**config.mk**
```make
export PLATFORM = sky130hd
export DESIGN_NAME = fft_stage_sched_flat
export DESIGN_NICKNAME = d
export VERILOG_FILES = /design/src/rtl/fft_stage_sched_if.sv /design/src/rtl/fft_stage_sched.sv /design/src/flat_wrapper.sv
export SDC_FILE = /design/constraint.sdc
export NUM_CORES = 1
export LEC_CHECK = 0
export ABC_AREA = 1
export CAP_MARGIN = 10
export CORE_MARGIN = 2
export CORE_UTILIZATION = 54
export CTS_CLUSTER_DIAMETER = 100
export DETAILED_ROUTE_END_ITERATION = 7
export GPL_TIMING_DRIVEN = 1
export PLACE_DENSITY = 0.91
export RECOVER_POWER = 50
export SYNTH_ARGS = -nofsm -noshare
export SYNTH_HDL_FRONTEND = slang
export SYNTH_SLANG_ARGS = --single-unit
```
**constraint.sdc**
```tcl
create_clock -name clk -period 1.8 [get_ports clk]
set_input_delay 0.36 -clock clk [delete_from_list [all_inputs] [get_ports clk]]
set_output_delay 0.36 -clock clk [all_outputs]
set_load 0.01 [all_outputs]
```
**src/rtl/fft_stage_sched_if.sv**
```systemverilog
// Handshake bundle between an FFT stage scheduler, its upstream/downstream
// neighbours and the butterfly/CBFP datapath it sequences.
interface fft_stage_sched_if;
    logic in_valid;
    logic in_ready;
    logic stage_start;
    logic stage_done;
    logic capture_en;
    logic out_valid;
    logic out_ready;

    modport master (
        input  in_valid,
        output in_ready,
        output stage_start,
        input  stage_done,
        output capture_en,
        output out_valid,
        input  out_ready
    );

    modport slave (
        output in_valid,
        input  in_ready,
        input  stage_start,
        output stage_done,
        input  capture_en,
        input  out_valid,
        output out_ready
    );
endinterface

```
**src/rtl/fft_stage_sched.sv**
```systemverilog
// Frame scheduler for one 512-point FFT butterfly/CBFP stage.
// Define FFT_SCHED_PERF_EN to add the last_lat / stall_cnt performance outputs.
module fft_stage_sched #(
    parameter int PIPE_LAT = 20,
    parameter int TIMEOUT  = 1023,
    parameter int LAT_W    = 10,
    parameter int CNT_W    = 16
) (
    input  logic             clk,
    input  logic             rstn,
    fft_stage_sched_if.master bus,
    input  logic             sched_en,
    output logic             busy,
    output logic [CNT_W-1:0] frame_cnt,
    output logic             err_timeout,
    output logic             err_spurious,
    input  logic             err_clr
`ifdef FFT_SCHED_PERF_EN
    ,
    output logic [LAT_W-1:0] last_lat,
    output logic [CNT_W-1:0] stall_cnt
`endif
);

    localparam logic [2:0] S_IDLE   = 3'd0;
    localparam logic [2:0] S_LAUNCH = 3'd1;
    localparam logic [2:0] S_WAIT   = 3'd2;
    localparam logic [2:0] S_HOLD   = 3'd3;
    localparam logic [2:0] S_ERR    = 3'd4;

    localparam logic [LAT_W-1:0] LAT_MAX  = LAT_W'(TIMEOUT);
    localparam logic [LAT_W-1:0] LAT_PIPE = LAT_W'(PIPE_LAT);
    localparam logic [LAT_W-1:0] LAT_ONE  = LAT_W'(1);

    logic [2:0]       state_q, state_d;
    logic [LAT_W-1:0] lat_q, lat_d;
    logic [CNT_W-1:0] cnt_q, cnt_d;
    logic             start_q, start_d;
    logic             ov_q, ov_d;
    logic             busy_q, busy_d;
    logic             eto_q, eto_d;
    logic             esp_q, esp_d;

    logic accept;
    logic legal;
    logic tmo;
    logic spur;

    assign accept = (state_q == S_IDLE) && sched_en && bus.in_valid;
    assign legal  = (state_q == S_WAIT) && bus.stage_done
                    && (lat_q >= LAT_PIPE);
    assign tmo    = (state_q == S_WAIT) && !legal && (lat_q == LAT_MAX);
    // Done outside a legal window is flagged everywhere except ERR.
    assign spur   = bus.stage_done && !legal && (state_q != S_ERR);

    always_comb begin
        state_d = state_q;
        lat_d   = lat_q;
        cnt_d   = cnt_q;
        unique case (state_q)
            S_IDLE: begin
                if (accept) begin
                    state_d = S_LAUNCH;
                    lat_d   = '0;
                end
            end
            S_LAUNCH: begin
                state_d = S_WAIT;
                lat_d   = LAT_ONE;
            end
            S_WAIT: begin
                if (legal) begin
                    state_d = S_HOLD;
                end else if (tmo) begin
                    state_d = S_ERR;
                end else begin
                    lat_d = lat_q + LAT_ONE;
                end
            end
            S_HOLD: begin
                if (bus.out_ready) begin
                    state_d = S_IDLE;
                    cnt_d   = cnt_q + 1'b1;
                end
            end
            S_ERR: begin
                if (err_clr) begin
                    state_d = S_IDLE;
                end
            end
            default: begin
                state_d = S_IDLE;
            end
        endcase
    end

    // A fresh timeout outranks a same-cycle clear so ERR is never silent.
    always_comb begin
        eto_d   = tmo | (eto_q & ~err_clr);
        esp_d   = ~err_clr & (esp_q | spur);
        start_d = (state_d == S_LAUNCH);
        ov_d    = (state_d == S_HOLD);
        busy_d  = (state_d != S_IDLE);
    end

    always_ff @(posedge clk or negedge rstn) begin
        if (!rstn) begin
            state_q <= S_IDLE;
            lat_q   <= '0;
            cnt_q   <= '0;
            start_q <= 1'b0;
            ov_q    <= 1'b0;
            busy_q  <= 1'b0;
            eto_q   <= 1'b0;
            esp_q   <= 1'b0;
        end else begin
            state_q <= state_d;
            lat_q   <= lat_d;
            cnt_q   <= cnt_d;
            start_q <= start_d;
            ov_q    <= ov_d;
            busy_q  <= busy_d;
            eto_q   <= eto_d;
            esp_q   <= esp_d;
        end
    end

    assign bus.in_ready    = (state_q == S_IDLE) && sched_en;
    assign bus.capture_en  = legal;
    assign bus.stage_start = start_q;
    assign bus.out_valid   = ov_q;
    assign busy            = busy_q;
    assign frame_cnt       = cnt_q;
    assign err_timeout     = eto_q;
    assign err_spurious    = esp_q;

`ifdef FFT_SCHED_PERF_EN
    logic [LAT_W-1:0] last_q, last_d;
    logic [CNT_W-1:0] stall_q, stall_d;

    always_comb begin
        last_d  = legal ? lat_q : last_q;
        stall_d = stall_q;
        if ((state_q == S_HOLD) && !bus.out_ready && (stall_q != '1)) begin
            stall_d = stall_q + 1'b1;
        end
    end

    always_ff @(posedge clk or negedge rstn) begin
        if (!rstn) begin
            last_q  <= '0;
            stall_q <= '0;
        end else begin
            last_q  <= last_d;
            stall_q <= stall_d;
        end
    end

    assign last_lat  = last_q;
    assign stall_cnt = stall_q;
`endif

endmodule
```
**src/flat_wrapper.sv**
```systemverilog
// flat-port wrapper written by rule: the top's interface ports become plain ports
module fft_stage_sched_flat 
#(
    parameter int PIPE_LAT = 20,
    parameter int TIMEOUT  = 1023,
    parameter int LAT_W    = 10,
    parameter int CNT_W    = 16
)
  (clk, rstn, sched_en, busy, frame_cnt, err_timeout, err_spurious, err_clr, bus_in_valid, bus_in_ready, bus_stage_start, bus_stage_done, bus_capture_en, bus_out_valid, bus_out_ready);
  fft_stage_sched_if bus_i ();
  input  logic clk;
  input  logic rstn;
  input  logic sched_en;
  output logic busy;
  output logic [CNT_W-1:0] frame_cnt;
  output logic err_timeout;
  output logic err_spurious;
  input  logic err_clr;
  input wire logic [$bits(bus_i.in_valid)-1:0] bus_in_valid;
  output wire logic [$bits(bus_i.in_ready)-1:0] bus_in_ready;
  output wire logic [$bits(bus_i.stage_start)-1:0] bus_stage_start;
  input wire logic [$bits(bus_i.stage_done)-1:0] bus_stage_done;
  output wire logic [$bits(bus_i.capture_en)-1:0] bus_capture_en;
  output wire logic [$bits(bus_i.out_valid)-1:0] bus_out_valid;
  input wire logic [$bits(bus_i.out_ready)-1:0] bus_out_ready;
  assign bus_i.in_valid = bus_in_valid;
  assign bus_in_ready = bus_i.in_ready;
  assign bus_stage_start = bus_i.stage_start;
  assign bus_i.stage_done = bus_stage_done;
  assign bus_capture_en = bus_i.capture_en;
  assign bus_out_valid = bus_i.out_valid;
  assign bus_i.out_ready = bus_out_ready;
  fft_stage_sched #(.PIPE_LAT(PIPE_LAT), .TIMEOUT(TIMEOUT), .LAT_W(LAT_W), .CNT_W(CNT_W)) u_core (.clk(clk), .rstn(rstn), .bus(bus_i), .sched_en(sched_en), .busy(busy), .frame_cnt(frame_cnt), .err_timeout(err_timeout), .err_spurious(err_spurious), .err_clr(err_clr));
endmodule
```
==> key figures <==
Run status
  • Outcome: complete, no violations

STA
  • Final period util: 98.0%
  • Transition time of the tightest slew-check pin: 0.842 ns
  • Final Hold Fails: 0
  • Final Skew: 0.00557 ns
  • Final worst path period need: 1.76 ns
  • Slew headroom: ~44%
  • Fmax: between 0.5 and 0.6 GHz
  • Final setup fails: 0
  • Final Max Slew Viols: 0

Setup path
  • Worst EP required: 1.44 ns
  • Worst Setup SP: bus_stage_done
  • Crit Path Max Fanout: 2
  • Register-to-Register Path Depth: 10
  • Startpoint Class: primary input
  • Critical Path Sink Type: output pin
  • Worst r2r src: u_core.lat_q[1]$_DFFE_PN0P_
  • R2r setup slk: 0.17 ns
  • Kind of critical path: in -> out
  • Crit path capture: bus_capture_en
  • Arr. time, crit path: 1.40 ns
  • R2R Path End: u_core.busy$_DFF_PN0_

Clock network
  • Clk sinks: 34
  • Root buf cell: clkbuf_8
  • Hold Buf Count CTS: 0
  • Clock Latency Late Sink: 0.29 ns
  • Clock Tree Buf Depth: 2
  • Num CTS Buffers: 5
  • H-tree depth: 2
  • CTS tree: done
  • Clock-pin slew of the registers on the worst-case setup and hold paths: ~0.070 ns

Die
  • Die Span Y: 64.7 µm
  • Die area: 4180 µm²
  • Die width: 64.7 µm
  • Core footprint: 3610 µm²
  • I/O pin count: 30
  • Initial Utilization: 55.1%
  • Row count: 22

Yosys
  • Synthesized area: 1990 µm²
  • Top FF cell, synth: dfrtp_1
  • FFs w/ async S/R, synth: 100%
  • Simple-gate share of the synthesized area: 36.1%
  • Mean area per synthesized cell: 7.26 µm²
  • Post-synth EDFFs: 0
  • Post-synthesis mux area share: 0%
  • Ys Warns: 0
  • Synth cell types: 31
  • Post-synthesis cell count: 274
  • Syn Nets: 284
  • Compound-Gate Fraction of Synth Area: 5.35%
  • Synth Register Bits: 34
  • XOR/XNOR Fraction of Synth Area: 6.17%
  • Combinational family with the most area after synthesis: simple AND/OR/NAND/NOR gates
  • Seq/Total Area, Yosys: 42.8%
  • Post-Synth Adder-Cell Area: ~1.9%

Cells and area
  • P&R area growth vs syn: 30.3%
  • Nets: 338
  • N_diodes: 0
  • Fin cells: 377
  • Layout cells sized above 1: 13.7%

Placement
  • # port buffers: 29
  • Dpl cells: 363
  • Gpl congestion: 0.876
  • Final HPWL DP: between 3000 and 4000 µm

Routing
  • Detailed Route Iter0 Violations: roughly 250
  • DRT antenna net count: 0
  • WL final: around 5000 µm
  • Routed vias: 2006
  • TritonRoute pass-1 iters: 4
  • Vias per cell: 5.32
  • DRC Markers: 0
  • Routed WL per cell: 13.3 µm

GRT
  • Number of global-route vias before repair: 1797
  • Grt total ovfl: 0
  • Overall routing resource usage: 25.2%
  • Antenna violations before repair: 0
  • Global-route wire length before repair: 8130 µm
  • Largest net degree at the start of global routing: 35

Worst hold path
  • HP Class: reg -> reg
  • Hold Path Origin: u_core.frame_cnt[3]$_DFFE_PN0P_

Pwr
  • Pleak: 1.29 nW
  • Maximum VDD drop: ~500 µV
  • Pwr Density: 1070 nW/µm²
  • PnR Total Power: 2.77 mW

Flow run
  • Max cap viols: 0
-- final cells by class --
| cell class | instances | area [µm²] |
|---|---|---|
| well taps | 48 | 60.1 |
| multi-input cells | 200 | 1000 |
| clock inverters | 3 | 40.0 |
| clock buffers | 5 | 68.8 |
| flip-flops and latches | 34 | 853 |
| inverters | 38 | 144 |
| fillers | 248 | 1010 |
| repair buffers | 49 | 425 |
-- critical path, cell delays in order --
cell and delay [ns]:
clkdlybuf4s50_1 0.49, inv_1 0.08, nor2_4 0.12, o21ai_4 0.07, inv_1 0.05, clkdlybuf4s15_1 0.22
-- metrics by stage --
stage / worst slack, ns / setup TNS, ns / hold slack, ns / area (µm²) / util [%]
finish: 0.0355 / 0 / 0.521 / 2590 / 71.9
global route: -0.00184 / -0.00184 / 0.557 / 2590 / 71.9
CTS: 0.00752 / 0 / 0.491 / 2550 / 70.7
detailed placement: -0.306 / -0.817 / 0.511 / 2430 / 67.5
global placement: -0.251 / -0.536 / 0.505 / 2430 / 67.5
floorplan: 0.409 / 0 / 0.0644 / 1990 / -
-- worst min-delay path by stage --
| stage | to | depth (start not counted) |
|---|---|---|
| 5_1_grt | u_core.frame_cnt[3]$_DFFE_PN0P_ | 1 |
| 2_1_floorplan | u_core.bus.out_valid$_DFF_PN0_ | 0 |
| 4_1_cts | u_core.lat_q[2]$_DFFE_PN0P_ | 2 |
| 3_5_place_dp | u_core.frame_cnt[3]$_DFFE_PN0P_ | 1 |
| 6_report | u_core.frame_cnt[3]$_DFFE_PN0P_ | 1 |
| 3_3_place_gp | u_core.err_spurious$_DFF_PN0_ | 2 |
-- kinds of logic after synthesis --
group	count (synthesis)
DFF	34
AOI/OAI and AO/OA	17
xor gates and xnor gates	14
and+or+nand+nor	166
adders and majority gates	3
buffers and inverters	40
-- metal layers --
metal	part of all wire, %	GRT usage, %	up-vias
met4	4.1	12.8	0
met1	40	31.0	923
met5	0	0	-
li1	-	-	952
met2	49	41.3	102
met3	7.1	6.08	29
-- sequential cells by signal, summed over array words and instances, names as in the netlist --
name / count
u_core.lat_q: 10
u_core.busy: 1
u_core.bus.out_valid: 1
u_core.state_q: 3
u_core.err_timeout: 1
u_core.frame_cnt: 16
u_core.err_spurious: 1
u_core.bus.stage_start: 1
-- cell usage after synthesis (4+ instances only) --
cell     instances  area (µm²)
dfrtp_1         34         851
inv_1           35         131
nand2_1         95         357
nand3_1         13        65.1
nand4_1          6        37.5
nor2_1          35         131
nor3_1           4        20.0
o21ai_0          8        40.0
xor2_1          11        96.3
-- cell usage in the layout, fill, tap and decap left out, drive strengths merged --
master,instances
ha,3
nand3,16
clkbuf,9
clkinv,3
buf,16
xnor2,3
a21oi,4
xor2,11
or2,1
clkdlybuf4s15,1
o21bai,1
and2,1
dlygate4sd2,1
clkdlybuf4s50,26
o21ai,10
inv,37
o211ai,1
nand4,7
nor3,5
dlygate4sd3,1
or3,1
bufinv,1
dfrtp,34
nand2,97
a31oi,1
nor2,38
-- what timing repair did --
action / 4_1_cts / 5_1_grt
gates resized for setup: 4 / 7
setup endpoints to repair: 2 / 1
setup buffers: 0 / 6
-- report_power, final --
part	leakage, nW	total, mW	switching, mW	internal, mW
combinational	0.790	1.01	0.563	0.444
clock	0.0579	0.704	0.297	0.407
sequential	0.445	1.06	0.156	0.904
(Power assumes the default switching activity.)
